[src/rtl/div_issue_if.sv]
// Issue/completion bus for div_issue: reservation-station side, CDB side and the div32 side.
interface div_issue_if #(parameter int TAG_W = 4);
  logic             flush;
  logic             in_valid;
  logic             in_ready;
  logic [1:0]       in_op;
  logic [31:0]      in_a;
  logic [31:0]      in_b;
  logic [TAG_W-1:0] in_tag;
  logic             out_valid;
  logic             out_ready;
  logic [31:0]      out_data;
  logic [TAG_W-1:0] out_tag;
  logic             div_in_en;
  logic [31:0]      div_a;
  logic [31:0]      div_b;
  logic             div_signed;
  logic             div_idle;
  logic             div_out_en;
  logic [31:0]      div_q;
  logic [31:0]      div_rem;

  modport slave (
    input  flush, in_valid, in_op, in_a, in_b, in_tag, out_ready,
           div_idle, div_out_en, div_q, div_rem,
    output in_ready, out_valid, out_data, out_tag,
           div_in_en, div_a, div_b, div_signed
  );

  modport master (
    output flush, in_valid, in_op, in_a, in_b, in_tag, out_ready,
           div_idle, div_out_en, div_q, div_rem,
    input  in_ready, out_valid, out_data, out_tag,
           div_in_en, div_a, div_b, div_signed
  );
endinterface

[src/rtl/div_issue.sv]
// DIV/DIVU/REM/REMU issue front-end for div32: resolves x/0 and signed overflow locally,
// drains results of flushed divisions. Optional one-entry result cache: DIV_RESULT_CACHE_EN.
module div_issue #(
  parameter int TAG_W = 4
) (
  input logic        clk,
  input logic        rst,
  div_issue_if.slave bus
);
  localparam logic [31:0] INT_MIN = 32'h8000_0000;

  typedef enum logic [1:0] {IDLE, BUSY, DONE, DRAIN} state_e;

  state_e           state_q;
  logic [TAG_W-1:0] tag_q;
  logic             is_rem_q;
  logic             out_valid_q;
  logic [31:0]      out_data_q;
  logic             div_in_en_q;
  logic [31:0]      div_a_q;
  logic [31:0]      div_b_q;
  logic             div_signed_q;

  logic             rdy;
  logic             accept;
  logic             by_zero;
  logic             sgn_ovf;
  logic             cache_hit;
  logic [31:0]      hit_data;

  // Architectural results for the two cases div32 cannot produce.
  function automatic logic [31:0] corner_result(input logic is_rem, input logic zero_div,
                                                input logic [31:0] a);
    if (zero_div) return is_rem ? a : 32'hFFFF_FFFF;
    return is_rem ? 32'h0 : INT_MIN;
  endfunction

  assign rdy     = (state_q == IDLE) && bus.div_idle && !bus.flush && !rst;
  assign accept  = bus.in_valid && rdy;
  assign by_zero = (bus.in_b == 32'h0);
  assign sgn_ovf = !bus.in_op[0] && (bus.in_a == INT_MIN) && (bus.in_b == 32'hFFFF_FFFF);

`ifdef DIV_RESULT_CACHE_EN
  logic [31:0] c_a_q;
  logic [31:0] c_b_q;
  logic [31:0] c_quo_q;
  logic [31:0] c_rem_q;
  logic        c_sgn_q;
  logic        c_vld_q;

  // Only divisions that complete into DONE are remembered; drained ones never are.
  always_ff @(posedge clk or posedge rst) begin
    if (rst) begin
      c_vld_q <= 1'b0;
      c_sgn_q <= 1'b0;
      c_a_q   <= '0;
      c_b_q   <= '0;
      c_quo_q <= '0;
      c_rem_q <= '0;
    end else if (state_q == BUSY && bus.div_out_en && !bus.flush) begin
      c_vld_q <= 1'b1;
      c_sgn_q <= div_signed_q;
      c_a_q   <= div_a_q;
      c_b_q   <= div_b_q;
      c_quo_q <= bus.div_q;
      c_rem_q <= bus.div_rem;
    end
  end

  assign cache_hit = c_vld_q && (bus.in_a == c_a_q) && (bus.in_b == c_b_q)
                     && (!bus.in_op[0] == c_sgn_q);
  assign hit_data  = bus.in_op[1] ? c_rem_q : c_quo_q;
`else
  assign cache_hit = 1'b0;
  assign hit_data  = 32'h0;
`endif

  always_ff @(posedge clk or posedge rst) begin
    if (rst) begin
      state_q      <= IDLE;
      tag_q        <= '0;
      is_rem_q     <= 1'b0;
      out_valid_q  <= 1'b0;
      out_data_q   <= '0;
      div_in_en_q  <= 1'b0;
      div_a_q      <= '0;
      div_b_q      <= '0;
      div_signed_q <= 1'b0;
    end else begin
      div_in_en_q <= 1'b0;
      case (state_q)
        IDLE: begin
          if (accept) begin
            tag_q    <= bus.in_tag;
            is_rem_q <= bus.in_op[1];
            if (by_zero || sgn_ovf) begin
              out_data_q  <= corner_result(bus.in_op[1], by_zero, bus.in_a);
              out_valid_q <= 1'b1;
              state_q     <= DONE;
            end else if (cache_hit) begin
              out_data_q  <= hit_data;
              out_valid_q <= 1'b1;
              state_q     <= DONE;
            end else begin
              div_a_q      <= bus.in_a;
              div_b_q      <= bus.in_b;
              div_signed_q <= !bus.in_op[0];
              div_in_en_q  <= 1'b1;
              state_q      <= BUSY;
            end
          end
        end
        BUSY: begin
          // div32 cannot be aborted: a flush mid-division waits it out in DRAIN.
          if (bus.flush) begin
            state_q <= bus.div_out_en ? IDLE : DRAIN;
          end else if (bus.div_out_en) begin
            out_data_q  <= is_rem_q ? bus.div_rem : bus.div_q;
            out_valid_q <= 1'b1;
            state_q     <= DONE;
          end
        end
        DONE: begin
          if (bus.flush || bus.out_ready) begin
            out_valid_q <= 1'b0;
            state_q     <= IDLE;
          end
        end
        DRAIN: begin
          if (bus.div_out_en) state_q <= IDLE;
        end
        default: state_q <= IDLE;
      endcase
    end
  end

  assign bus.in_ready   = rdy;
  assign bus.out_valid  = out_valid_q;
  assign bus.out_data   = out_data_q;
  assign bus.out_tag    = tag_q;
  assign bus.div_in_en  = div_in_en_q;
  assign bus.div_a      = div_a_q;
  assign bus.div_b      = div_b_q;
  assign bus.div_signed = div_signed_q;
endmodule
[src/flat_wrapper.sv]
// flat-port wrapper written by rule: the top's interface ports become plain ports
module div_issue_flat 
#(
  parameter int TAG_W = 4
)
  (clk, rst, bus_flush, bus_in_valid, bus_in_op, bus_in_a, bus_in_b, bus_in_tag, bus_out_ready, bus_div_idle, bus_div_out_en, bus_div_q, bus_div_rem, bus_in_ready, bus_out_valid, bus_out_data, bus_out_tag, bus_div_in_en, bus_div_a, bus_div_b, bus_div_signed);
  div_issue_if #(.TAG_W(TAG_W)) bus_i ();
  input logic clk;
  input logic rst;
  input wire logic [$bits(bus_i.flush)-1:0] bus_flush;
  input wire logic [$bits(bus_i.in_valid)-1:0] bus_in_valid;
  input wire logic [$bits(bus_i.in_op)-1:0] bus_in_op;
  input wire logic [$bits(bus_i.in_a)-1:0] bus_in_a;
  input wire logic [$bits(bus_i.in_b)-1:0] bus_in_b;
  input wire logic [$bits(bus_i.in_tag)-1:0] bus_in_tag;
  input wire logic [$bits(bus_i.out_ready)-1:0] bus_out_ready;
  input wire logic [$bits(bus_i.div_idle)-1:0] bus_div_idle;
  input wire logic [$bits(bus_i.div_out_en)-1:0] bus_div_out_en;
  input wire logic [$bits(bus_i.div_q)-1:0] bus_div_q;
  input wire logic [$bits(bus_i.div_rem)-1:0] bus_div_rem;
  output wire logic [$bits(bus_i.in_ready)-1:0] bus_in_ready;
  output wire logic [$bits(bus_i.out_valid)-1:0] bus_out_valid;
  output wire logic [$bits(bus_i.out_data)-1:0] bus_out_data;
  output wire logic [$bits(bus_i.out_tag)-1:0] bus_out_tag;
  output wire logic [$bits(bus_i.div_in_en)-1:0] bus_div_in_en;
  output wire logic [$bits(bus_i.div_a)-1:0] bus_div_a;
  output wire logic [$bits(bus_i.div_b)-1:0] bus_div_b;
  output wire logic [$bits(bus_i.div_signed)-1:0] bus_div_signed;
  assign bus_i.flush = bus_flush;
  assign bus_i.in_valid = bus_in_valid;
  assign bus_i.in_op = bus_in_op;
  assign bus_i.in_a = bus_in_a;
  assign bus_i.in_b = bus_in_b;
  assign bus_i.in_tag = bus_in_tag;
  assign bus_i.out_ready = bus_out_ready;
  assign bus_i.div_idle = bus_div_idle;
  assign bus_i.div_out_en = bus_div_out_en;
  assign bus_i.div_q = bus_div_q;
  assign bus_i.div_rem = bus_div_rem;
  assign bus_in_ready = bus_i.in_ready;
  assign bus_out_valid = bus_i.out_valid;
  assign bus_out_data = bus_i.out_data;
  assign bus_out_tag = bus_i.out_tag;
  assign bus_div_in_en = bus_i.div_in_en;
  assign bus_div_a = bus_i.div_a;
  assign bus_div_b = bus_i.div_b;
  assign bus_div_signed = bus_i.div_signed;
  div_issue #(.TAG_W(TAG_W)) u_core (.clk(clk), .rst(rst), .bus(bus_i));
endmodule
[config.mk]
export PLATFORM = sky130hd
export DESIGN_NAME = div_issue_flat
export DESIGN_NICKNAME = d
export VERILOG_FILES = /design/src/rtl/div_issue_if.sv /design/src/rtl/div_issue.sv /design/src/flat_wrapper.sv
export SDC_FILE = /design/constraint.sdc
export NUM_CORES = 1
export LEC_CHECK = 0
export CAP_MARGIN = 20
export CORE_ASPECT_RATIO = 1.25
export CORE_MARGIN = 3
export CORE_UTILIZATION = 46
export CTS_BUF_LIST = sky130_fd_sc_hd__clkbuf_4
export DETAILED_ROUTE_END_ITERATION = 8
export PLACE_DENSITY = 0.87
export SKIP_CTS_REPAIR_TIMING = 1
export SLEW_MARGIN = 40
export SYNTH_ARGS = -nofsm -noshare
export SYNTH_HDL_FRONTEND = slang
export SYNTH_SLANG_ARGS = --single-unit
[constraint.sdc]
create_clock -name clk -period 13.5 [get_ports clk]
set_clock_uncertainty 0.1 [all_clocks]
set_input_delay 4.05 -clock clk [delete_from_list [all_inputs] [get_ports clk]]
set_output_delay 4.05 -clock clk [all_outputs]
set_load 0.02 [all_outputs]
==> impl_results.md, run 1 <==
- Area contributors post-synth: dfrtp_1 49%, mux2_4 16%, mux2_1 8.4%, mux2i_1 6.0%, nand2b_1 4.1%
- Critical path arrival: a little under 6 ns
- Post-Route WL: 15.3 mm
- Hold Fails Final Rpt: 0
- Setup_tns: 0 ns
- Vias per inst: 5.43
- Kind of critical path: in2out
- Vias: 4309
- Clock Tree Root: clkbuf_4
- Grt ovf: 0
- Total CTS buffers: 9
- Distinct cells, synth: 30
- Final nets: 794
- Post-Syn Nets: 561
- Routed wire length per instance: between 15 and 20 µm
- Vias in the first global route: 4703
- Die height: roughly 130 µm
- Routed Antenna Nets: 0
- Leak Pwr: between 3 and 4 nW
- Fin. max-slew vios: 0
- Die area: 13000 µm²
- Final setup fails: 0
- Fmax: around 0.1 GHz
- Max cap viols: 0
- CTS tree: built
- Setup ws final: ~3.5 ns
- Setup WS pre-CTS: 3.52 ns
- Mapped Cells: 420
- Cell taking the most area after synthesis: dfrtp_1
- Synth Cell Area: 5380 µm²
- Critical Path Fanout Max: 41
- Largest net degree at the start of global routing: between 60 and 70
- Worst slew pin tran: 0.638 ns
- Post-synth EDFFs: 0
- CTS sink cnt: between 100 and 150
- Register area share after synthesis: 49.3%
- Hold Crit Class: reg2reg
- Minimum clock period: 9.96 ns
- Ys flop type: dfrtp_1
- DRC: 0
- Total global-route track usage: 23.6%
- Power density over cell area: 121 nW/µm²
- Share of the synthesized area in the top cell type: 49.3%
- Layout cells sized above 1: between 10% and 20%
- Initial core utilization: 47.8%
- Post-route cell area: 8100 µm²
- H-tree Lvls: 3
- CP Data Required Time: 9.35 ns
- Unrepaired setup endpoints after global routing: false
- Area Growth Syn to Fin: 50.5%
- Max IR drop VDD: 0.0815 mV
- Row cnt: 43
- Worst Setup Start Kind: primary input
- Crit path capture type: output pin
- Max clock buf depth: 2
- Post-synthesis register bit count: 106
- Starting DRT DRC Count: 128
- Worst slew margin: 57.5%
- Worst-Skew Late Latency: 0.44 ns
- Drt first pass iters: 4
- N_diodes: 0
- Die width: 103 µm
- CTS clk-pin slew, worst paths: between 0.1 and 0.15 ns
- Status: finished clean
- I/O pin count: roughly 250
- Final Wtd Congestion: 0.815
- Core ar.: approximately 11000 µm²
- Synth async-reset ratio: 100%
- PortBufs: 244
- Period Utilization, post-route: 73.8%
- First-pass GRT wire length: 24.0 mm
- Syn_area_per_cell: 12.8 µm²
- Initial antenna violation count: 0
- Dpl cell area: 7920 µm²
- Synth Warn #: 0
- HPWL after DPL: 11.7 mm
-- worst max-delay path, stage by stage --
cell	delay (ns)
clkdlybuf4s50_1	0.45
inv_4	0.39
and4b_1	0.30
clkdlybuf4s50_1	0.61
-- flip-flops by register name (all words and copies together) (netlist names) --
name	cells
u_core.bus.out_tag	4
u_core.is_rem_q	1
u_core.bus.out_data	32
u_core.bus.div_in_en	1
u_core.bus.div_signed	1
u_core.state_q	2
u_core.bus.div_a	32
u_core.bus.out_valid	1
u_core.bus.div_b	32
-- synth_stat cells, drive strengths merged, types with 2 or more instances --
cell type	instances
o21ai	34
nand2b	35
nand4	10
nor3	3
inv	2
mux2i	32
nand2	5
nor4	15
nand3	33
clkbuf	14
or4	2
nor2	4
buf	14
mux2	102
dfrtp	106
-- metal layers --
metal / track usage (%) / wire [µm] / vias up
met5: 0 / 0 / -
met4: 9.03 / 417 / 0
met3: 6.99 / 1200 / 31
met2: 42.0 / 8070 / 169
met1: 26.0 / 5640 / 2110
li1: - / - / 1999
-- final cells by class --
cell class / instances / area [µm²]
flip-flops and latches: 106 / 2660
clock buffers: 10 / 75.1
multi-input cells: 284 / 2570
repair buffers: 250 / 2510
well taps: 135 / 169
fillers: 817 / 3150
clock inverters: 6 / 105
inverters: 2 / 10.0
-- per-stage QoR --
stage | hold WS (ns) | total power [mW] | utilization [%] | instances
after floorplan | 0.408 | 0.595 | - | 420
after global placement | 0.366 | 0.785 | 70.1 | 776
after detailed placement | 0.374 | 0.795 | 70.4 | 777
after CTS | 0.404 | 0.992 | 72.0 | 793
after global routing | 0.433 | 1.03 | 72.0 | 793
final | 0.402 | 0.983 | 72.0 | 793
-- worst paths after layout --
kind                       slack (ns)  cells past startpoint                             start                                to
max in group asynchronous        8.38                      3                               rst       u_core.is_rem_q$_DFFE_PP0P_
min                              0.40                      1  u_core.bus.div_b[17]$_DFFE_PP0P_  u_core.bus.div_b[17]$_DFFE_PP0P_
max reg2reg                     11.00                      6     u_core.state_q[1]$_DFFE_PP0P_  u_core.bus.div_b[11]$_DFFE_PP0P_
min in group asynchronous        3.87                      2                               rst   u_core.bus.div_b[6]$_DFFE_PP0P_
max                              3.54                      4                               rst                      bus_in_ready
min reg2reg                      0.40                      1  u_core.bus.div_b[17]$_DFFE_PP0P_  u_core.bus.div_b[17]$_DFFE_PP0P_
-- layout by cell type (no fill, tap or decap) --
master,n
or4_1,2
buf_16,1
nor4bb_1,1
bufinv_16,3
clkdlybuf4s50_1,244
clkinv_1,2
dfrtp_1,105
mux2_1,40
nand2_1,5
nand4_1,10
mux2_2,6
o31ai_1,1
nor2_1,3
nor2_4,1
nand2b_1,34
dfrtp_4,1
nand2b_4,1
mux2_4,56
nor3_1,2
clkbuf_4,10
a211oi_1,1
buf_6,1
clkinvlp_4,1
o311ai_4,1
a31oi_1,1
and4b_1,1
nor4_1,15
o21ai_0,34
mux2i_1,32
nand3_1,33
a22oi_1,1
inv_1,1
nor3_4,1
buf_4,4
inv_4,1
and4_2,1
nor2b_1,1
-- cell families (layout without fill, tap and decap cells) --
logic type	Yosys count	in the layout	share of synthesized area [%]
compound gates	39	39	4.19
buf+inv	30	268	3.14
flops	106	106	49.3
mux	134	134	31.2
simple gates	111	111	12.1
-- power by group --
part           switching (mW)  leakage, nW  internal [mW]  total (mW)
combinational           0.157         2.02          0.206       0.363
clock                   0.101       0.0917         0.0948       0.196
sequential             0.0469         1.34          0.377       0.424
Power figures use the tool's default switching activity.
==> run 2: changes to the inputs <==
--- a/config.mk
+++ b/config.mk
@@ -8,10 +8,10 @@
 export CAP_MARGIN = 20
 export CORE_ASPECT_RATIO = 1.25
 export CORE_MARGIN = 3
-export CORE_UTILIZATION = 46
+export CORE_UTILIZATION = 39
 export CTS_BUF_LIST = sky130_fd_sc_hd__clkbuf_4
 export DETAILED_ROUTE_END_ITERATION = 8
-export PLACE_DENSITY = 0.87
+export PLACE_DENSITY = 0.78
 export SKIP_CTS_REPAIR_TIMING = 1
 export SLEW_MARGIN = 40
 export SYNTH_ARGS = -nofsm -noshare
==> constraint.sdc (replaced) <==
create_clock -name clk -period 8.1 [get_ports clk]
set_clock_uncertainty 0.1 [all_clocks]
set_input_delay 2.43 -clock clk [delete_from_list [all_inputs] [get_ports clk]]
set_output_delay 2.43 -clock clk [all_outputs]
set_load 0.02 [all_outputs]
==> run 2 against run 1 <==
Compared with the run above: first-iteration DRC count up 50%; clock-buffer cell count down 1; sequential power up 67%; critical path type unchanged.
==> impl_results.md, run 2 (synthesized netlist as in run 1, its figures left out) <==
- DRC: 0
- Vias: 4330
- Total CTS buffers: 9
- Critical path arrival: 4.03 ns
- Vias in the first global route: roughly 4800
- Most used cell, CP: clkdlybuf4s50_1
- PortBufs: 244
- Reg2reg end: u_core.bus.div_b[1]$_DFFE_PP0P_
- Die area: 15200 µm²
- Setup_tns: 0 ns
- I/O pin count: 245
- Critical Path Fanout Max: 4
- Max IR drop VDD: 0.143 mV
- Final-layout fill cell count: ~1100
- Post-route cell area: roughly 8100 µm²
- Worst Setup Start Kind: primary input
- CTS sink cnt: 106
- Leak Pwr: 3.43 nW
- Worst R2R Start: u_core.state_q[1]$_DFFE_PP0P_
- Total global-route track usage: around a fifth
- CP top delay family: buffers and inverters
- HPWL after DPL: 12.2 mm
- Crit path capture type: output pin
- Starting DRT DRC Count: 192
- Hold Crit Class: reg2reg
- Row cnt: 47
- N_diodes: 0
- Setup WS pre-CTS: 1.55 ns
- Routed Antenna Nets: 0
- Setup ws final: 1.54 ns
- Slowest cell delay on critical path: approximately 0.61 ns
- Fmax: 0.152 GHz
- Final setup fails: 0
- Slowest cell on crit path: clkdlybuf4s50_1
- Post-Route WL: 16.0 mm
- Unrepaired setup endpoints after global routing: false
- Worst slew margin: 57.4%
- Endpoint, Worst Hold: u_core.bus.div_b[4]$_DFFE_PP0P_
- Slack of the worst reg-to-reg path: 5.61 ns
- Final Wtd Congestion: 0.791
- Initial core utilization: between 40% and 50%
- Grt ovf: 0
- Hold Fails Final Rpt: 0
- Final nets: 795
- CP Data Required Time: 5.57 ns
- Worst slew pin tran: between 0.6 and 0.7 ns
- Period Utilization, post-route: slightly above 80%
- HP Start: u_core.bus.div_b[4]$_DFFE_PP0P_
- Max clock buf depth: 2
- Most common cell after layout, fill and taps aside: clkdlybuf4s50_1
- Fin. max-slew vios: 0
- Minimum clock period: between 6 and 7 ns
- Dpl cell area: 7970 µm²
- Power density over cell area: 197 nW/µm²
- Cell count of the worst reg-to-reg path: 6
- Vias per inst: around 5.2
- Die width: 111 µm
- Status: finished clean
- Hold Path Depth: 1
- Drt first pass iters: 4
- CTS tree: built
- Kind of critical path: in2out
- Worst-Skew Late Latency: 0.44 ns
- Critical path cell sequence: clkdlybuf4s50_1 > nor2_1 > and4b_1 > clkdlybuf4s50_1
- Initial antenna violation count: 0
- Total power: 1.59 mW
- H-tree Lvls: 3
- Clock Tree Root: clkbuf_4
- WP buf/inv: 2
- Most frequent cells in the layout: 244 x clkdlybuf4s50_1, 105 x dfrtp_1, 56 x mux2_4
- CTS clk-pin slew, worst paths: between 0.1 and 0.15 ns
- Die height: 137 µm
- Beginning of the critical path: bus_flush
- Routed wire length per instance: around 19 µm
- Layout cells sized above 1: 13.2%
- First-pass GRT wire length: between 20 and 30 mm
- Area Growth Syn to Fin: 50.8%
- Largest net degree at the start of global routing: 67
- Max cap viols: 0
- Core ar.: around 13000 µm²
## run 2: cell type report
type	count	area, µm²	area share (%)
Tap cell	171	214	2.64
Inverter	2	10.0	0.123
Clock buffer	9	67.6	0.833
Sequential cell	106	2660	32.8
Multi-Input combinational cell	284	2570	31.7
Clock inverter	5	71.3	0.879
Timing Repair Buffer	251	2520	31.1
## run 2: worst max-delay path by stage
| stage | to | slack, ns | cells after the start |
|---|---|---|---|
| floorplan | bus_in_ready | 0.31 | 2 |
| global placement | bus_in_ready | 1.60 | 4 |
| detailed placement | bus_in_ready | 1.55 | 4 |
| CTS | bus_in_ready | 1.54 | 4 |
| global route | bus_in_ready | 1.50 | 4 |
| finish | bus_in_ready | 1.54 | 4 |
## run 2: worst register-to-register path: cells and delay by family (launching register included)
family / cells / cell delay, ns
buf+inv: 1 / 0.48
flops: 1 / 0.45
mux: 1 / 0.41
simple gates: 4 / 0.96
## run 2: report_power, final
part | total, mW | leakage, nW | switching [mW] | internal [mW]
clock | 0.283 | 0.0744 | 0.163 | 0.119
combinational | 0.606 | 2.02 | 0.262 | 0.343
sequential | 0.706 | 1.34 | 0.0774 | 0.629
## run 2: through the flow
stage | hold WS [ns] | std cells | util (%)
detailed placement | 0.374 | 814 | 59.7
CTS | 0.406 | 828 | 60.7
global placement | 0.367 | 813 | 59.4
finish | 0.403 | 828 | 60.7
floorplan | 0.408 | 420 | -
global route | 0.429 | 828 | 60.7
## run 2: routing by layer
metal	vias up	share of wire [%]	GRT usage [%]
met4	0	2.6	8.11
met1	2138	38	24.4
met2	165	52	38.3
met3	25	7.2	5.67
li1	2002	-	-
met5	-	0	0
==> run 3: changes to the inputs <==
==> constraint.sdc (replaced) <==
create_clock -name clk -period 5.4 [get_ports clk]
set_clock_uncertainty 0.1 [all_clocks]
set_input_delay 1.62 -clock clk [delete_from_list [all_inputs] [get_ports clk]]
set_output_delay 1.62 -clock clk [all_outputs]
set_load 0.02 [all_outputs]
==> run 3 against run 2 <==
Compared with the run above: first-iteration DRC count grew 5.2%; clock power grew 31%; non-clock buffer count is the same; clock-buffer cell count grew 3; largest power group unchanged; worst hold slack lost 0.0017 ns.
==> impl_results.md, run 3 (synthesized netlist as in run 1, its figures left out) <==
- CP Data Required Time: 3.68 ns
- Beginning of the critical path: bus_flush
- Gate power share: 38.8%
- DRC: 0
- Final nets: 795
- Internal: 1.57 mW
- Worst Setup Start Kind: primary input
- Vias per inst: 5.14
- Vias in the first global route: 4571
- Worst R2R Start: u_core.state_q[1]$_DFFE_PP0P_
- Critical Path Fanout Max: 4
- Routed wire length per instance: 18.9 µm
- Initial core utilization: between 40% and 50%
- Minimum clock period: between 4 and 5 ns
- Crit path capture type: output pin
- Die height: approximately 140 µm
- Starting DRT DRC Count: roughly 200
- Drt first pass iters: 4
- Max cap viols: 0
- Hold Fails Final Rpt: 0
- Gr busiest metal: met2
- Layout cells sized above 1: 13.8%
- Initial antenna violation count: 0
- Die width: 111 µm
- Net switching power: 0.765 mW
- Clock Tree Root: clkbuf_4
- Grt ovf: 0
- Post-Place Cells: between 800 and 900
- Dpl cell area: 7950 µm²
- Clock share of power: 15.9%
- Total CTS buffers: 9
- Power density over cell area: 289 nW/µm²
- Status: finished clean
- Die area: 15200 µm²
- Final setup fails: 0
- M2 GR Usage: a little over a third
- Routing usage on met1: 23.6%
- Setup WS pre-CTS: ~0.47 ns
- HP Start: u_core.bus.div_b[21]$_DFFE_PP0P_
- Kind of critical path: in2out
- HPWL after DPL: between 10 and 15 mm
- Fmax: a little over 0.2 GHz
- Critical path arrival: 3.21 ns
- Share of power burned in registers: 45.4%
- Max clock buf depth: 2
- Met3 Use GR: 5.71%
- Most frequent cells in the layout: 244 x clkdlybuf4s50_1, 105 x dfrtp_1, 56 x mux2_4
- N_diodes: 0
- Post-Route WL: around 16 mm
- Post-route cell area: 8070 µm²
- CTS tree: built
- Final Core Density: 60.5%
- Most common cell after layout, fill and taps aside: clkdlybuf4s50_1
- Unrepaired setup endpoints after global routing: false
- Largest net degree at the start of global routing: 65
- Routed Antenna Nets: 0
- Worst slew margin: between 50 and 60%
- Worst slew pin tran: 0.650 ns
- Vias: 4266
- Core ar.: between 10000 and 15000 µm²
- Total global-route track usage: 20.5%
- Non-Filler Instances: 830
- Row cnt: 47
- H-tree Lvls: 3
- Area Growth Syn to Fin: 50.0%
- PortBufs: 244
- Worst-Skew Late Latency: 0.46 ns
- Setup ws final: 0.466 ns
- CTS sink cnt: 106
- Period Utilization, post-route: between 90% and 100%
- CTS clk-pin slew, worst paths: 0.14 ns
- Max IR drop VDD: 0.214 mV
- I/O pin count: about 250
- Switching share of power: ~33%
- Final Wtd Congestion: 0.786
- Hold Crit Class: reg2reg
- Worst-case hold slack: 0.401 ns
- First-pass GRT wire length: 24.7 mm
- Fin. max-slew vios: 0
- Leak Pwr: approximately 3.4 nW
## run 3: cell types whose count changed in the layout (fill, tap and decap cells not counted), moves of 2 or more
cell        previous run  this run
clkinvlp_4             0         2
clkinv_1               3         1
clkinv_4               0         2
bufinv_16              2         0
clkbuf_4               9        12
## run 3: metal layers
metal	up-vias	part of all wire [%]
met2	165	52
li1	1999	-
met4	0	2.7
met3	26	7.2
met5	-	0
met1	2076	38
## run 3: path summary, 6_finish.rpt
| path | end | slack (ns) | cells past startpoint |
|---|---|---|---|
| hold reg to reg | u_core.bus.div_b[21]$_DFFE_PP0P_ | 0.40 | 1 |
| max in group asynchronous | u_core.bus.out_data[17]$_DFFE_PP0P_ | 2.59 | 4 |
| hold / removal | u_core.bus.div_b[21]$_DFFE_PP0P_ | 0.40 | 1 |
| setup / recovery | bus_in_ready | 0.47 | 4 |
| min in group asynchronous | u_core.bus.out_data[31]$_DFFE_PP0P_ | 1.61 | 3 |
| setup reg to reg | u_core.bus.div_b[2]$_DFFE_PP0P_ | 2.83 | 6 |
## run 3: power by group through the flow
stage          Combinational, mW  Clock [mW]  Sequential [mW]
6_report                   0.905       0.370             1.06
5_1_grt                    0.960       0.409             1.08
4_1_cts                    0.916       0.386             1.06
3_5_place_dp               0.912           0             1.08
3_3_place_gp               0.901           0             1.06
2_1_floorplan              0.275           0             1.21
## run 3: worst max-delay path, stage by stage
cell and delay, ns:
clkdlybuf4s50_1 0.46, nor2_1 0.26, and4b_1 0.26, clkdlybuf4s50_1 0.61
## run 3: final cells by class
cell class	instances	area (µm²)
clock buffer	12	90.1
clock inverter	4	28.8
fill	1155	5280
inverter	2	11.3
multi-input combinational	284	2570
sequential	106	2660
tap	171	214
timing repair buffer	251	2500
## run 3: through the flow
step | TNS [ns] | total power [mW]
2_1_floorplan | -0.111 | 1.49
3_3_place_gp | 0 | 1.97
3_5_place_dp | 0 | 1.99
4_1_cts | 0 | 2.36
5_1_grt | 0 | 2.45
6_report | 0 | 2.33
